## src/rtl/data_mem_pkg.sv

```systemverilog
// Shared types and constants for the data memory arbiter and its sub-blocks.
package data_mem_pkg;

    typedef enum logic [1:0] {
        StIdle   = 2'd0,
        StAccess = 2'd1,
        StResp   = 2'd2
    } arb_state_e;

    localparam logic REQ_PIPE = 1'b0;
    localparam logic REQ_DBG  = 1'b1;

    localparam int unsigned MEM_BYTES_DEFAULT = 200;

    // 65-bit sum so addresses near 2^64 cannot wrap back into range.
    function automatic logic addr_in_range(input logic [63:0] addr, input int unsigned mem_bytes);
        return ({1'b0, addr} + 65'd7) < 65'(mem_bytes);
    endfunction

endpackage

```

## src/rtl/data_mem_arbiter_if.sv

```systemverilog
// One requester port of the data memory arbiter: request handshake plus response strobe.
interface data_mem_arbiter_if;

    logic        valid;
    logic        write;
    logic [63:0] addr;
    logic [63:0] wdata;
    logic        ready;
    logic        rsp_valid;
    logic        rsp_err;
    logic [63:0] rdata;

    modport master (
        output valid, write, addr, wdata,
        input  ready, rsp_valid, rsp_err, rdata
    );

    modport slave (
        input  valid, write, addr, wdata,
        output ready, rsp_valid, rsp_err, rdata
    );

endinterface

```

## src/rtl/rr_arbiter2.sv

```systemverilog
// Two-way round-robin grant; the requester not granted most recently wins a tie.
module rr_arbiter2
    import data_mem_pkg::*;
#(
    parameter int unsigned RR_FIRST = 0
) (
    input  logic       clock,
    input  logic       reset_n,
    input  logic       enable,
    input  logic [1:0] req,
    output logic [1:0] gnt
);

    logic last_q;

    always_comb begin
        gnt = 2'b00;
        if (enable) begin
            case (req)
                2'b01:   gnt = 2'b01;
                2'b10:   gnt = 2'b10;
                2'b11:   gnt = (last_q == REQ_DBG) ? 2'b01 : 2'b10;
                default: gnt = 2'b00;
            endcase
        end
    end

    always_ff @(posedge clock) begin
        if (!reset_n) begin
            // Pretend the other side went last so RR_FIRST takes the first tie.
            last_q <= (RR_FIRST == 0) ? REQ_DBG : REQ_PIPE;
        end else if (|gnt) begin
            last_q <= gnt[REQ_DBG];
        end
    end

endmodule

```

## src/rtl/data_mem_arbiter.sv

```systemverilog
// Arbitrates the pipeline MEM stage and the debug/loader port onto one data memory,
// one access every three cycles (IDLE -> ACCESS -> RESP).
module data_mem_arbiter
    import data_mem_pkg::*;
#(
    parameter int unsigned MEM_BYTES = MEM_BYTES_DEFAULT,
    parameter int unsigned RR_FIRST  = 0
) (
    input  logic               clock,
    input  logic               reset_n,
    data_mem_arbiter_if.slave  p_port,
    data_mem_arbiter_if.slave  d_port,
    output logic [63:0]        Memory_Address,
    output logic [63:0]        Write_Data,
    output logic               MemWrite,
    output logic               MemRead,
    input  logic [63:0]        Read_Data
);

    arb_state_e  state_q;
    logic        write_q;
    logic [63:0] addr_q;
    logic [63:0] wdata_q;
    logic        id_q;
    logic        rsp_valid_q;
    logic        rsp_err_q;
    logic [63:0] rsp_rdata_q;

    logic [1:0]  gnt;
    logic        arb_enable;
    logic        in_range;
    logic        in_access;

    assign arb_enable = (state_q == StIdle) && reset_n;

    rr_arbiter2 #(
        .RR_FIRST (RR_FIRST)
    ) u_rr_arbiter2 (
        .clock   (clock),
        .reset_n (reset_n),
        .enable  (arb_enable),
        .req     ({d_port.valid, p_port.valid}),
        .gnt     (gnt)
    );

    assign in_range  = addr_in_range(addr_q, MEM_BYTES);
    assign in_access = (state_q == StAccess);

    always_ff @(posedge clock) begin
        if (!reset_n) begin
            state_q     <= StIdle;
            write_q     <= 1'b0;
            addr_q      <= '0;
            wdata_q     <= '0;
            id_q        <= REQ_PIPE;
            rsp_valid_q <= 1'b0;
            rsp_err_q   <= 1'b0;
            rsp_rdata_q <= '0;
        end else begin
            unique case (state_q)
                StIdle: begin
                    if (|gnt) begin
                        state_q <= StAccess;
                        id_q    <= gnt[REQ_DBG];
                        if (gnt[REQ_DBG]) begin
                            write_q <= d_port.write;
                            addr_q  <= d_port.addr;
                            wdata_q <= d_port.wdata;
                        end else begin
                            write_q <= p_port.write;
                            addr_q  <= p_port.addr;
                            wdata_q <= p_port.wdata;
                        end
                    end
                end
                StAccess: begin
                    state_q     <= StResp;
                    rsp_valid_q <= 1'b1;
                    rsp_err_q   <= !in_range;
                    rsp_rdata_q <= (in_range && !write_q) ? Read_Data : '0;
                end
                StResp: begin
                    state_q     <= StIdle;
                    rsp_valid_q <= 1'b0;
                    rsp_err_q   <= 1'b0;
                    rsp_rdata_q <= '0;
                end
                default: state_q <= StIdle;
            endcase
        end
    end

    // Strobes are gated by reset_n so a store caught in ACCESS never reaches memory.
    assign Memory_Address = in_access ? addr_q : '0;
    assign Write_Data     = in_access ? wdata_q : '0;
    assign MemWrite       = in_access && reset_n && in_range && write_q;
    assign MemRead        = in_access && reset_n && in_range && !write_q;

    assign p_port.ready     = gnt[REQ_PIPE];
    assign d_port.ready     = gnt[REQ_DBG];

    assign p_port.rsp_valid = rsp_valid_q && (id_q == REQ_PIPE);
    assign p_port.rsp_err   = rsp_valid_q && (id_q == REQ_PIPE) && rsp_err_q;
    assign p_port.rdata     = (rsp_valid_q && (id_q == REQ_PIPE)) ? rsp_rdata_q : '0;

    assign d_port.rsp_valid = rsp_valid_q && (id_q == REQ_DBG);
    assign d_port.rsp_err   = rsp_valid_q && (id_q == REQ_DBG) && rsp_err_q;
    assign d_port.rdata     = (rsp_valid_q && (id_q == REQ_DBG)) ? rsp_rdata_q : '0;

endmodule

```

## src/flat_wrapper.sv

```systemverilog
// flat-port wrapper written by rule: the top's interface ports become plain ports
module data_mem_arbiter_flat import data_mem_pkg::*;
#(
    parameter int unsigned MEM_BYTES = MEM_BYTES_DEFAULT,
    parameter int unsigned RR_FIRST  = 0
)
  (clock, reset_n, Memory_Address, Write_Data, MemWrite, MemRead, Read_Data, p_port_valid, p_port_write, p_port_addr, p_port_wdata, p_port_ready, p_port_rsp_valid, p_port_rsp_err, p_port_rdata, d_port_valid, d_port_write, d_port_addr, d_port_wdata, d_port_ready, d_port_rsp_valid, d_port_rsp_err, d_port_rdata);
  data_mem_arbiter_if p_port_i ();
  data_mem_arbiter_if d_port_i ();
  input  logic clock;
  input  logic reset_n;
  output logic [63:0] Memory_Address;
  output logic [63:0] Write_Data;
  output logic MemWrite;
  output logic MemRead;
  input  logic [63:0] Read_Data;
  input wire logic [$bits(p_port_i.valid)-1:0] p_port_valid;
  input wire logic [$bits(p_port_i.write)-1:0] p_port_write;
  input wire logic [$bits(p_port_i.addr)-1:0] p_port_addr;
  input wire logic [$bits(p_port_i.wdata)-1:0] p_port_wdata;
  output wire logic [$bits(p_port_i.ready)-1:0] p_port_ready;
  output wire logic [$bits(p_port_i.rsp_valid)-1:0] p_port_rsp_valid;
  output wire logic [$bits(p_port_i.rsp_err)-1:0] p_port_rsp_err;
  output wire logic [$bits(p_port_i.rdata)-1:0] p_port_rdata;
  input wire logic [$bits(d_port_i.valid)-1:0] d_port_valid;
  input wire logic [$bits(d_port_i.write)-1:0] d_port_write;
  input wire logic [$bits(d_port_i.addr)-1:0] d_port_addr;
  input wire logic [$bits(d_port_i.wdata)-1:0] d_port_wdata;
  output wire logic [$bits(d_port_i.ready)-1:0] d_port_ready;
  output wire logic [$bits(d_port_i.rsp_valid)-1:0] d_port_rsp_valid;
  output wire logic [$bits(d_port_i.rsp_err)-1:0] d_port_rsp_err;
  output wire logic [$bits(d_port_i.rdata)-1:0] d_port_rdata;
  assign p_port_i.valid = p_port_valid;
  assign p_port_i.write = p_port_write;
  assign p_port_i.addr = p_port_addr;
  assign p_port_i.wdata = p_port_wdata;
  assign p_port_ready = p_port_i.ready;
  assign p_port_rsp_valid = p_port_i.rsp_valid;
  assign p_port_rsp_err = p_port_i.rsp_err;
  assign p_port_rdata = p_port_i.rdata;
  assign d_port_i.valid = d_port_valid;
  assign d_port_i.write = d_port_write;
  assign d_port_i.addr = d_port_addr;
  assign d_port_i.wdata = d_port_wdata;
  assign d_port_ready = d_port_i.ready;
  assign d_port_rsp_valid = d_port_i.rsp_valid;
  assign d_port_rsp_err = d_port_i.rsp_err;
  assign d_port_rdata = d_port_i.rdata;
  data_mem_arbiter #(.MEM_BYTES(MEM_BYTES), .RR_FIRST(RR_FIRST)) u_core (.clock(clock), .reset_n(reset_n), .p_port(p_port_i), .d_port(d_port_i), .Memory_Address(Memory_Address), .Write_Data(Write_Data), .MemWrite(MemWrite), .MemRead(MemRead), .Read_Data(Read_Data));
endmodule
```

## config.mk

```make
export PLATFORM = sky130hd
export DESIGN_NAME = data_mem_arbiter_flat
export DESIGN_NICKNAME = d
export VERILOG_FILES = /design/src/rtl/data_mem_pkg.sv /design/src/rtl/data_mem_arbiter_if.sv /design/src/rtl/rr_arbiter2.sv /design/src/rtl/data_mem_arbiter.sv /design/src/flat_wrapper.sv
export SDC_FILE = /design/constraint.sdc
export NUM_CORES = 1
export LEC_CHECK = 0
export ABC_AREA = 1
export CAP_MARGIN = 20
export CORE_AREA = 2 2 230 232
export DETAILED_ROUTE_END_ITERATION = 10
export DIE_AREA = 0 0 232 234
export GPL_ROUTABILITY_DRIVEN = 1
export GPL_TIMING_DRIVEN = 0
export PLACE_DENSITY = 0.54
export SYNTH_ARGS = -nofsm -noshare
export SYNTH_HDL_FRONTEND = slang
export SYNTH_HIERARCHICAL = 1
export SYNTH_SLANG_ARGS = --single-unit
```

## constraint.sdc

```tcl
create_clock -name clock -period 4.07 [get_ports clock]
set_clock_uncertainty 0.1 [all_clocks]
set_input_delay 1.0175 -clock clock [delete_from_list [all_inputs] [get_ports clock]]
set_output_delay 1.0175 -clock clock [all_outputs]
set_load 0.02 [all_outputs]
```

==> summary by stage <==
Global route
Global routing finished with a remaining overflow of 0. The number of global-route vias before repair is 16800. The largest net degree at the start of global routing is 19.

For this run, the total global-route usage over all layers was measured as 24.8%. The first global-routing pass estimated 101 mm of wire. The number of antenna violations at the first check in global routing is 12.

Critical path
The critical path goes through buf_6, nand2_4, nor2_4, nand2_4, buf_12, nor2_4, buf_4, xor2_1, nor2_1, nand2_1, nor2_1, nand2_1, nor2_4, buf_12, nand4_4, nor2_4, buf_6. The largest fanout on the critical path is 6. The setup check on the worst reg-to-reg path leaves a slack of 0.76 ns.

The origin of the critical flop-to-flop path is u_core/state_q[0]$_SDFFE_PN0P_. In this run the worst setup path begins at u_core/addr_q[3]$_SDFFE_PN0P_. In this design, the stage delay of the slowest critical-path cell is 0.33 ns. The type of element capturing the critical path is an output port. The category of cells accounting for the largest share of critical-path delay is simple AND/OR/NAND/NOR gates.

The startpoint class of the critical path is a flop. The worst setup path is of the reg -> out kind. The worst path arrival time is 2.90 ns. The data required time of the worst path is just under 3 ns. The cell type of the slowest stage on the worst timing path is dfxtp_2. The critical path contains buffers and inverters numbering 5 combined. The most frequent cell on the critical path is nor2_4.

STA
The minimum clock period after layout is about 4.0 ns. The transition time of the tightest slew-check pin is 0.911 ns. In this run the tightest slew margin relative to its limit is 39.3%. Based on the critical path, the design can be clocked at up to 249 MHz. The final hold violation count is 0. The max-slew violation count is 0. Setup repair after global routing could not meet its margin everywhere. Setup violations remaining at the end of the flow were counted as 0.

The post-route fraction of the period consumed by the critical path is 98.7%.

Die
The starting density of the core is 24.7%. The total core area is 52000 um^2. The overall die height is 234 um.

The top-level port count is between 500 and 600. In this run the horizontal extent of the chip is 232 um. The area of the die is approximately 54000 um^2. Row generation in the floorplan step produced 84 rows.

Power and ir drop
The clock network accounts for between 20% and 30% of the total power. Summed over all cells, the static leakage comes to 0.00884 uW. The fraction of power spent switching nets is 38.7%. Of the total power, combinational logic draws 34.6%. The internal power of the cells totals 4400 uW. In this run the power spent charging and discharging nets is 2780 uW.

The power per standard cell area is about 330 nW/um^2. The part of the power in registers is 37.8%. The peak supply drop is 243 uV.

Routing
The highest metal layer carrying signal wires in the routed design is met5. The number of violations reported at the end of detailed-routing iteration 0 is between 1000 and 1500. The number of detailed-route iterations in the first pass is 5. Using the TritonRoute via totals, the vias-per-cell ratio works out to 4.69. Across all layers, the routed design uses around 17000 vias.

The routed wire length on met3 is 5.87 mm. The mean routed wirelength per cell is just under 20 um. The remaining design rule violation count is 0.

Summed over all nets, wire length on met2 after detailed routing comes to 34.2 mm. The detailed router put a total of roughly 28 mm of wire on met1. After detailed routing, the total wire length is 69.2 mm. The post-detailed-route count of antenna-violating nets is 0.

Final layout
The post-synthesis to final-layout area growth is 66.8%. The library cells used most frequently in the layout, excluding fill and tap cells, are nand2_1, clkdlybuf4s50_1, inv_1, nor2_1, dfxtp_1. Leaving out fill and tap cells, the most frequent cell in the layout is nand2_1. The net count reported at finish is 3207. In the final layout, the share of cells above drive strength 1 is 11.4%. The share of the core filled with cells is 41.3%. Once layout is done, the placed cells without fillers occupy 21500 um^2.

Outcome
The flow ran to the end, and the final reports show no timing, DRC or antenna violations.

Clock tree
The longest clock path from root to sink contains 2 buffers. Clock tree synthesis inserted a total of 17 buffers. The post-cts hold buffer count is 0. Clock-pin slew was measured on the worst setup and hold paths at 0.08 ns. The tree built by TritonCTS fans out to 199 sinks. The clock tree synthesis step divided the H-tree into 4 levels. The clock tree root driver cell is clkbuf_16. Clock latency on the worst-skew pair, taken at its later pin, is 0.49 ns. TritonCTS built the clock tree.

Hold path
The launch instance of the worst min-delay path is u_core/rsp_rdata_q[50]$_SDFFE_PN0P_. The tightest min-delay check is of the reg -> reg type.

Place
Input and output buffers added on the ports amount to 589. After detailed placement, the total cell area comes to 19600 um^2. The last weighted congestion value of the routability-driven placer is 0.961. The total half-perimeter wirelength after legalization and detailed placement is 56.7 mm.

Yosys
The part of the Yosys area used for sequential elements is 30.9%. The synthesized netlist occupies a cell area of 12900 um^2. During synthesis, Yosys emitted a total of 6 warnings.

The post-synthesis cell type count is 32. The number of register bits inferred by synthesis is 199. In the synthesized netlist the dominant register cell turns out to be dfxtp_1. After synthesis, the share of flip-flops with an asynchronous set or reset is 0%. Each instance of the synthesized netlist takes up on average about 5.8 um^2.

The gate count after technology mapping is 2222. Yosys mapped a number of flops with a built-in enable equal to 0. The number of nets handed over by synthesis was roughly 2600.

Job
The number of max-cap violations is 0.
-- synthesized netlist by cell type (4+ instances only) --
master | number | area (um^2)
a21oi_1 | 66 | 330
a21oi_2 | 9 | 78.8
a31oi_1 | 129 | 807
buf_2 | 6 | 30.0
buf_6 | 5 | 56.3
clkbuf_1 | 124 | 465
dfxtp_1 | 199 | 3980
ha_1 | 4 | 50.1
inv_1 | 320 | 1200
nand2_1 | 690 | 2590
nand2_2 | 7 | 43.8
nand3_1 | 27 | 135
nand3b_1 | 4 | 30.0
nand4_1 | 75 | 469
nand4_2 | 10 | 125
nor2_1 | 346 | 1300
nor2_2 | 12 | 75.1
nor2_4 | 7 | 78.8
o21ai_0 | 131 | 656
o21ai_1 | 8 | 40.0
o21bai_1 | 5 | 37.5
xnor2_1 | 12 | 105
xor2_1 | 8 | 70.1
-- metal layers --
layer	track usage (%)	vias to the layer above
li1	-	8286
met5	0	-
met1	28.1	7823
met4	7.19	14
met2	44.1	583
met3	8.33	75
-- worst reg2reg max path, delay by kind of cell, from the launching register on --
| kind | cells | cell delay, ns |
|---|---|---|
| compound gates | 1 | 0.20 |
| buf+inv | 7 | 1.97 |
| fa+ha+maj | 1 | 0.24 |
| simple gates | 4 | 0.36 |
| flops | 1 | 0.37 |
-- worst paths after layout --
path,endpoint,cells after the start
setup / recovery,MemRead,17
hold reg to reg,u_core/rsp_rdata_q[50]$_SDFFE_PN0P_,2
hold / removal,u_core/rsp_rdata_q[50]$_SDFFE_PN0P_,2
setup reg to reg,u_core/addr_q[10]$_SDFFE_PN0P_,13
-- registers in the layout, summed over array words and instances, names as in the netlist --
signal / count
u_core/u_rr_arbiter2/last_q: 1
u_core/rsp_err_q: 1
u_core/state_q: 2
u_core/wdata_q: 64
u_core/rsp_rdata_q: 64
u_core/id_q: 1
u_core/write_q: 1
u_core/rsp_valid_q: 1
u_core/addr_q: 64
-- layout make-up --
cell class | count | area, um^2
sequential | 199 | 4140
clock buffer | 18 | 439
timing repair buffer | 639 | 6320
antenna | 3 | 7.51
inverter | 322 | 1210
buffer | 138 | 608
fill | 5625 | 30600
multi-input combinational | 1560 | 7670
tap | 688 | 861
clock inverter | 14 | 218
-- kinds of logic (layout without fill, tap and decap cells) --
group                      after synthesis  after routing  synth area share, %
buffers and inverters                  463           1131                 13.9
adders and majority gates                4              4                0.389
xor gates and xnor gates                20             20                 1.36
other                                    0              3                    0
DFF                                    199            199                 30.9
AOI/OAI and AO/OA                      350            350                 15.3
and+or+nand+nor                       1186           1186                 38.1
-- power by group through the flow --
stage | logic (uW) | clock network (uW) | registers [uW]
finish | 2480 | 1970 | 2710
global route | 2730 | 2090 | 2760
floorplan | 1320 | 0 | 2510
CTS | 2440 | 2050 | 2700
detailed placement | 2330 | 0 | 2690
global placement | 2320 | 0 | 2680
-- per-stage QoR --
stage / power, uW / hold slack, ns / instances / setup TNS, ns / setup slack (ns)
finish: 7170 / 0.366 / 3581 / 0 / 0.0547
global route: 7580 / 0.381 / 3579 / -0.215 / -0.120
CTS: 7190 / 0.369 / 3567 / -0.0408 / -0.0379
detailed placement: 5020 / 0.357 / 3500 / -174.70 / -1.42
global placement: 5000 / 0.354 / 3499 / -241.49 / -1.91
floorplan: 3830 / 0.345 / 2222 / 0 / 0.635
-- repair_timing --
item,in CTS,in global routing
pin swaps,40,28
setup buffers,38,11
endpoints found under the setup margin,244,83
gates cloned,0,0
gates resized for setup,224,88
Note: power is estimated with default switching activity, not from simulation.
